===== config.mk =====
export PLATFORM = sky130hd
export DESIGN_NAME = tick_rate_ctrl
export DESIGN_NICKNAME = d
export VERILOG_FILES = /design/src/rtl/tick_ctrl_pkg.sv /design/src/rtl/debounce_pulse.sv /design/src/rtl/tick_rate_ctrl.sv
export SDC_FILE = /design/constraint.sdc
export NUM_CORES = 1
export LEC_CHECK = 0
export ABC_AREA = 1
export CORE_MARGIN = 2
export CORE_UTILIZATION = 38
export DETAILED_ROUTE_END_ITERATION = 7
export GPL_TIMING_DRIVEN = 1
export PLACE_DENSITY = 0.51
export RECOVER_POWER = 50
export SLEW_MARGIN = 25
export SYNTH_ARGS = -nofsm -noshare
export SYNTH_HDL_FRONTEND = slang
export SYNTH_SLANG_ARGS = --single-unit

===== constraint.sdc =====
create_clock -name clk -period 3.2 [get_ports clk]
set_input_delay 0.48 -clock clk [delete_from_list [all_inputs] [get_ports clk]]
set_output_delay 0.48 -clock clk [all_outputs]
set_load 0.01 [all_outputs]

===== src/rtl/tick_ctrl_pkg.sv =====
// -----------------------------------------------------------------------------
// tick_ctrl_pkg
// Shared types and helpers for the tick rate controller.
//   state_t     : controller states (IDLE, RUN, PAUSE)
//   RATE_*      : rate select codes as seen on {sw2, sw1}
//   count_step  : one counter step (up or down) with wrap flag
// -----------------------------------------------------------------------------
package tick_ctrl_pkg;

    typedef enum logic [1:0] {
        IDLE  = 2'd0,
        RUN   = 2'd1,
        PAUSE = 2'd2
    } state_t;

    localparam logic [1:0] RATE_HOLD = 2'b00;
    localparam logic [1:0] RATE_FAST = 2'b01;
    localparam logic [1:0] RATE_MED  = 2'b10;
    localparam logic [1:0] RATE_SLOW = 2'b11;

    // Returns {wrap, next_count}. Up-count wraps max->0, down-count wraps 0->max.
    function automatic logic [4:0] count_step(input logic [3:0] cur,
                                              input logic [3:0] max,
                                              input logic       down);
        logic [4:0] res;
        if (down) begin
            if (cur == 4'd0) res = {1'b1, max};
            else             res = {1'b0, cur - 4'd1};
        end else begin
            if (cur == max)  res = {1'b1, 4'd0};
            else             res = {1'b0, cur + 4'd1};
        end
        return res;
    endfunction

endpackage


===== src/rtl/debounce_pulse.sv =====
// -----------------------------------------------------------------------------
// debounce_pulse
// Synchronises a raw input with two flops and accepts a new level only after
// the synchronised value has disagreed with the accepted level for 2^DEB_W
// consecutive cycles. Any bounce back to the accepted level restarts the count.
// Ports:
//   clk        in   system clock
//   rst        in   asynchronous active-high reset
//   din        in   raw, asynchronous input
//   level      out  accepted (debounced) level
//   rise_pulse out  one-cycle pulse on an accepted 0->1 transition
// -----------------------------------------------------------------------------
module debounce_pulse #(
    parameter int DEB_W = 16
) (
    input  logic clk,
    input  logic rst,
    input  logic din,
    output logic level,
    output logic rise_pulse
);

    logic             s1_q, s1_d;
    logic             s2_q, s2_d;
    logic             level_q, level_d;
    logic             pulse_q, pulse_d;
    logic [DEB_W-1:0] cnt_q, cnt_d;

    always_comb begin
        s1_d    = din;
        s2_d    = s1_q;
        level_d = level_q;
        pulse_d = 1'b0;
        cnt_d   = '0;
        if (s2_q != level_q) begin
            // The edge with the counter saturated is the 2^DEB_W-th differing cycle.
            if (cnt_q == {DEB_W{1'b1}}) begin
                level_d = s2_q;
                pulse_d = s2_q;
            end else begin
                cnt_d = cnt_q + DEB_W'(1);
            end
        end
    end

    always_ff @(posedge clk or posedge rst) begin
        if (rst) begin
            s1_q    <= 1'b0;
            s2_q    <= 1'b0;
            level_q <= 1'b0;
            pulse_q <= 1'b0;
            cnt_q   <= '0;
        end else begin
            s1_q    <= s1_d;
            s2_q    <= s2_d;
            level_q <= level_d;
            pulse_q <= pulse_d;
            cnt_q   <= cnt_d;
        end
    end

    assign level      = level_q;
    assign rise_pulse = pulse_q;

endmodule


===== src/rtl/tick_rate_ctrl.sv =====
// -----------------------------------------------------------------------------
// tick_rate_ctrl
// Generates a one-cycle count enable at a switch-selected rate, runs an
// IDLE/RUN/PAUSE state machine from a debounced button and keeps a wrapping
// 0..CNT_MAX counter for the 7-segment decoder. Single clock domain.
// Optional build macro: COUNT_DOWN_EN adds input 'dir' (1 = count down).
// Ports:
//   clk      in   system clock
//   rst      in   asynchronous active-high reset
//   sw2,sw1  in   rate select {MSB,LSB}, raw/asynchronous
//   btn      in   run/pause button, raw, active-high
//   clr      in   synchronous clear back to IDLE
//   dir      in   count direction (only with COUNT_DOWN_EN)
//   tick     out  one-cycle count-enable pulse
//   cnt      out  counter value
//   wrap     out  one-cycle pulse when cnt wraps
//   running  out  high in RUN
//   rate     out  applied rate code
// -----------------------------------------------------------------------------
module tick_rate_ctrl
    import tick_ctrl_pkg::*;
#(
    parameter int DIV_FAST = 22,
    parameter int DEB_W    = 16,
    parameter int CNT_MAX  = 9
) (
    input  logic       clk,
    input  logic       rst,
    input  logic       sw2,
    input  logic       sw1,
    input  logic       btn,
    input  logic       clr,
`ifdef COUNT_DOWN_EN
    input  logic       dir,
`endif
    output logic       tick,
    output logic [3:0] cnt,
    output logic       wrap,
    output logic       running,
    output logic [1:0] rate
);

    localparam int         PW        = DIV_FAST + 2;
    localparam logic [3:0] CNT_MAX_L = 4'(CNT_MAX);

    logic [1:0]    sw_s1_q, sw_s1_d;
    logic [1:0]    sw_s2_q, sw_s2_d;
    logic [1:0]    rate_q, rate_d;
    logic [PW-1:0] presc_q, presc_d;
    logic [PW-1:0] term;
    state_t        state_q, state_d;
    logic [3:0]    cnt_q, cnt_d;
    logic          tick_q, tick_d;
    logic          wrap_q, wrap_d;
    logic          running_q, running_d;
    logic          rate_chg;
    logic          count_down;
    logic          btn_level;
    logic          btn_rise;
    logic          press;

    debounce_pulse #(.DEB_W(DEB_W)) u_btn_deb (
        .clk        (clk),
        .rst        (rst),
        .din        (btn),
        .level      (btn_level),
        .rise_pulse (btn_rise)
    );

    // rise_pulse and level are set on the same edge, so this only guards
    // against acting on a pulse without an accepted high level.
    assign press = btn_rise & btn_level;

`ifdef COUNT_DOWN_EN
    assign count_down = dir;
`else
    assign count_down = 1'b0;
`endif

    // Prescaler terminal value (period-1) for the applied rate.
    always_comb begin
        case (rate_q)
            RATE_FAST: term = {2'b00, {DIV_FAST{1'b1}}};
            RATE_MED:  term = {1'b0, {(DIV_FAST + 1){1'b1}}};
            RATE_SLOW: term = {PW{1'b1}};
            default:   term = '0;
        endcase
    end

    assign rate_chg = (sw_s2_q != rate_q);

    always_comb begin
        sw_s1_d = {sw2, sw1};
        sw_s2_d = sw_s1_q;
        rate_d  = rate_q;
        presc_d = presc_q;
        state_d = state_q;
        cnt_d   = cnt_q;
        tick_d  = 1'b0;
        wrap_d  = 1'b0;

        if (rate_chg) rate_d = sw_s2_q;

        if (clr) begin
            state_d = IDLE;
            cnt_d   = 4'd0;
            presc_d = '0;
        end else begin
            case (state_q)
                IDLE: begin
                    presc_d = '0;
                    if (press) state_d = RUN;
                end
                RUN: begin
                    // A rate change restarts the period and suppresses the tick.
                    if (rate_chg) begin
                        presc_d = '0;
                    end else if (rate_q != RATE_HOLD) begin
                        if (presc_q == term) begin
                            presc_d         = '0;
                            tick_d          = 1'b1;
                            {wrap_d, cnt_d} = count_step(cnt_q, CNT_MAX_L, count_down);
                        end else begin
                            presc_d = presc_q + PW'(1);
                        end
                    end
                    if (press) state_d = PAUSE;
                end
                PAUSE: begin
                    // Prescaler holds so the phase survives the pause.
                    if (rate_chg) presc_d = '0;
                    if (press) state_d = RUN;
                end
                default: state_d = IDLE;
            endcase
        end

        running_d = (state_d == RUN);
    end

    always_ff @(posedge clk or posedge rst) begin
        if (rst) begin
            sw_s1_q   <= 2'b00;
            sw_s2_q   <= 2'b00;
            rate_q    <= RATE_HOLD;
            presc_q   <= '0;
            state_q   <= IDLE;
            cnt_q     <= 4'd0;
            tick_q    <= 1'b0;
            wrap_q    <= 1'b0;
            running_q <= 1'b0;
        end else begin
            sw_s1_q   <= sw_s1_d;
            sw_s2_q   <= sw_s2_d;
            rate_q    <= rate_d;
            presc_q   <= presc_d;
            state_q   <= state_d;
            cnt_q     <= cnt_d;
            tick_q    <= tick_d;
            wrap_q    <= wrap_d;
            running_q <= running_d;
        end
    end

    assign tick    = tick_q;
    assign cnt     = cnt_q;
    assign wrap    = wrap_q;
    assign running = running_q;
    assign rate    = rate_q;

endmodule


==> summary.md <==
| Metric | Value |
|---|---|
| Outcome | finished clean |
| Clock Path Buffers | 2 |
| Area Overhead vs Synth | 11.8% |
| Tmin final | 2.26 ns |
| Routed Wire Length | 7560 um |
| Nets | 470 |
| Hold Crit Class | reg -> reg |
| Syn Nets | 452 |
| Clock skew | about 0.008 ns |
| Crit-path max FO | 31 |
| Antenna Cells | 0 |
| Grt total ovfl | 0 |
| Yosys cell types | 35 |
| Most common cell after layout, fill and taps aside | nand2_1 |
| EDFF count, synth | 0 |
| Crit path capture type | async pin |
| RSZ-0062 raised after global routing | no |
| Final hold violations | 0 |
| Cell Pwr Density | between 400 and 500 mW/mm2 |
| Largest net degree at the start of global routing | 32 |
| CP Cell Sequence | dlygate4sd3_1, inv_1, clkbuf_2 |
| Relative slew slack | 22.6% |
| Initial antenna violation count | 0 |
| Hold_buf cts | 0 |
| Post-CTS Setup Bufs | 0 |
| Core box area | 0.00876 mm2 |
| Synthesized flop and latch total | 59 |
| Area contributors post-synth | dfrtp_1 (43%), nand2_1 (11%), nor2_1 (6.8%) |
| Fmax | approximately 0.44 GHz |
| Htree depth | 3 |
| Num rows | 34 |
| Count of final max-slew check failures | 0 |
| Max Cap Violations | 0 |
| Top cell family by delay on the critical path | buffers and inverters |
| CTS tree | built |
| Setup TNS | 0 ns |
| Via density | ~5 |
| CTS Sinks | 59 |
| DRT iter0 DRCs | ~130 |
| Part of the Yosys area used for sequential elements | between 40% and 50% |
| Vias | between 2,000 and 3,000 |
| First-pass GRT wire length | between 10,000 and 15,000 um |
| Period utilisation layout | between 70% and 80% |
| Cell Area, Synth | between 0.003 and 0.004 mm2 |
| Die area | 0.00982 mm2 |
| GRT Overall Usage | between 10% and 20% |
| CP Data Required Time | around 3.6 ns |
| Pre-CTS setup slack | approximately 0.60 ns |
| Clock share of power | 45.0% |
| Share of layout cells above drive strength 1 | between 10% and 20% |
| Die Span X | about 99 um |
| Post-synth top area share | 43.0% |
| Sequential Power Share | 49.2% |
| Per-cell routed wire length | about 13 um |
| Worst-skew pair later-pin latency | about 0.33 ns |
| Post-route ant nets | 0 |
| Drt first pass iters | 5 |
| Most frequent cells in the layout | nand2_1 (105), nor2_1 (62), dfrtp_1 (59) |
| Critical path's largest stage delay | roughly 0.83 ns |
| Net Sw Power | around 0.38 mW |
| Routability cong. | about 0.85 |
| Comb pwr share | ~5.8% |
| Sw Share | between 20% and 30% |
| Peak supply drop | 248 uV |
| Critical Path AT | approximately 2.6 ns |
| Num ports | 15 |
| Number of global-route vias before repair | around 2,700 |
| Critical path class | in -> async |
| Die Y | around 100 um |
| Post-synth top area cell | dfrtp_1 |
| Clock root buffer | clkbuf_8 |
| Ys flop type | dfrtp_1 |
| Buf/Inv on CP | 3 |
| Drt drc | 0 |
| Slew @ Worst Pin | 1.16 ns |
| CTS buffer count | 9 |
| Final worst slack | 0.937 ns |
| Internal | approximately 1.2 mW |
| CP max-delay cell | inv_1 |
| Final setup viols | 0 |
| Initial core utilization | between 30% and 40% |
| Post-Syn Instances | 442 |
| Final Total Pwr | approximately 1.6 mW |
| Port bufs | 14 |
| Placed Cells | between 500 and 600 |
| Finished Layout Cells | around 570 |
| Avg Synthesized Cell Area | just under 8 um2 |
| PostCTS Resize Cnt | 0 |
| CP startpoint kind | primary input |
| Yosys warns | 0 |
| Worst-path clk slew | about 0.070 ns |
| DP Wirelength | roughly 5400 um |
| Async SR Flop Fraction | 100% |
| Leakage | between 1.5 and 2 nW |
==> state kept, by name, summed over array words and instances (netlist names) <==
signal and cells:
rate 2, wrap 1, sw_s1_q 2, u_btn_deb.level 1, u_btn_deb.cnt_q 16, cnt 4
u_btn_deb.s1_q 1, u_btn_deb.rise_pulse 1, presc_q 24, tick 1, state_q 2, sw_s2_q 2
running 1, u_btn_deb.s2_q 1
==> metrics by stage <==
stage                     cell area, um2  util, %  hold slack, ns
after detailed placement            3650     41.7           0.338
after global routing                3840     43.8           0.358
after global placement              3650     41.7           0.332
after CTS                           3860     44.0           0.356
after floorplan                     3440        -           0.331
final                               3840     43.8           0.352
==> layer usage <==
layer	vias up	global-route usage (%)	part of all wire [%]
li1	1454	-	-
met3	4	3.02	3.3
met4	0	5.80	0.90
met5	-	0	0
met2	41	25.9	46
met1	1298	22.9	50
==> path summary, 6_finish.rpt <==
check	start	end	cells past startpoint	slack, ns
worst max register to register	presc_q[0]$_DFFE_PP0P_	presc_q[22]$_DFFE_PP0P_	9	1.28
min in group asynchronous	rst	u_btn_deb.cnt_q[14]$_DFF_PP0_	2	0.89
worst min register to register	sw_s1_q[1]$_DFF_PP0_	sw_s2_q[1]$_DFF_PP0_	0	0.35
max in group clk	clr	presc_q[21]$_DFFE_PP0P_	8	0.97
worst max-delay path	rst	presc_q[18]$_DFFE_PP0P_	3	0.94
worst min-delay path	sw_s1_q[1]$_DFF_PP0_	sw_s2_q[1]$_DFF_PP0_	0	0.35
==> cell type report <==
| type | instances | area [um2] |
|---|---|---|
| multi-input cells | 317 | 1660 |
| inverters | 58 | 228 |
| clock buffers | 11 | 151 |
| repair buffers | 15 | 145 |
| clock inverters | 4 | 50.0 |
| flip-flops and latches | 59 | 1480 |
| fillers | 899 | 4920 |
| well taps | 108 | 135 |
==> synthesized netlist by cell type (2+ instances only) <==
master    count
o31ai_1       2
a21oi_1       7
inv_4         2
nand3_4       2
or2_2         2
o21bai_1      3
nand2_2       3
inv_1        53
o21ai_0      18
nand4_1      15
nand3_1      41
xor2_1        6
nor3_1       12
nor2_1       62
dfrtp_1      59
ha_1          4
xnor2_1       4
nor2_2        8
nand2_1     105
buf_6         2
nor3b_1       4
nor2_4        5
clkbuf_1      2
nand2_4       3
inv_2         2
nand3_2       7
==> power by group through the flow <==
stage	sequential, mW	clock (mW)	combinational [mW]
6_report	0.770	0.704	0.0907
5_1_grt	0.771	0.763	0.103
4_1_cts	0.770	0.734	0.0973
3_5_place_dp	0.784	0	0.0968
3_3_place_gp	0.783	0	0.0973
2_1_floorplan	0.785	0	0.0595
==> cell families (layout without fill, tap and decap cells) <==
group           Yosys count  after routing  share of synthesized area, %
compound gates           31             31                          4.91
xor+xnor                 10             10                          2.55
fa+ha+maj                 4              4                          1.46
buf+inv                  66             88                          8.88
flops                    59             59                          43.0
simple gates            272            272                          39.2
==> worst reg2reg max path, cell delays in order (launching register included) <==
cell and delay [ns]:
dfrtp_1 0.43, ha_1 0.25, inv_1 0.07, nor2_1 0.24
nand3_1 0.18, nor2_1 0.26, nand4_1 0.19, nand2_1 0.09
nand2_1 0.05, nor2_1 0.10
Power figures use the tool's default switching activity.
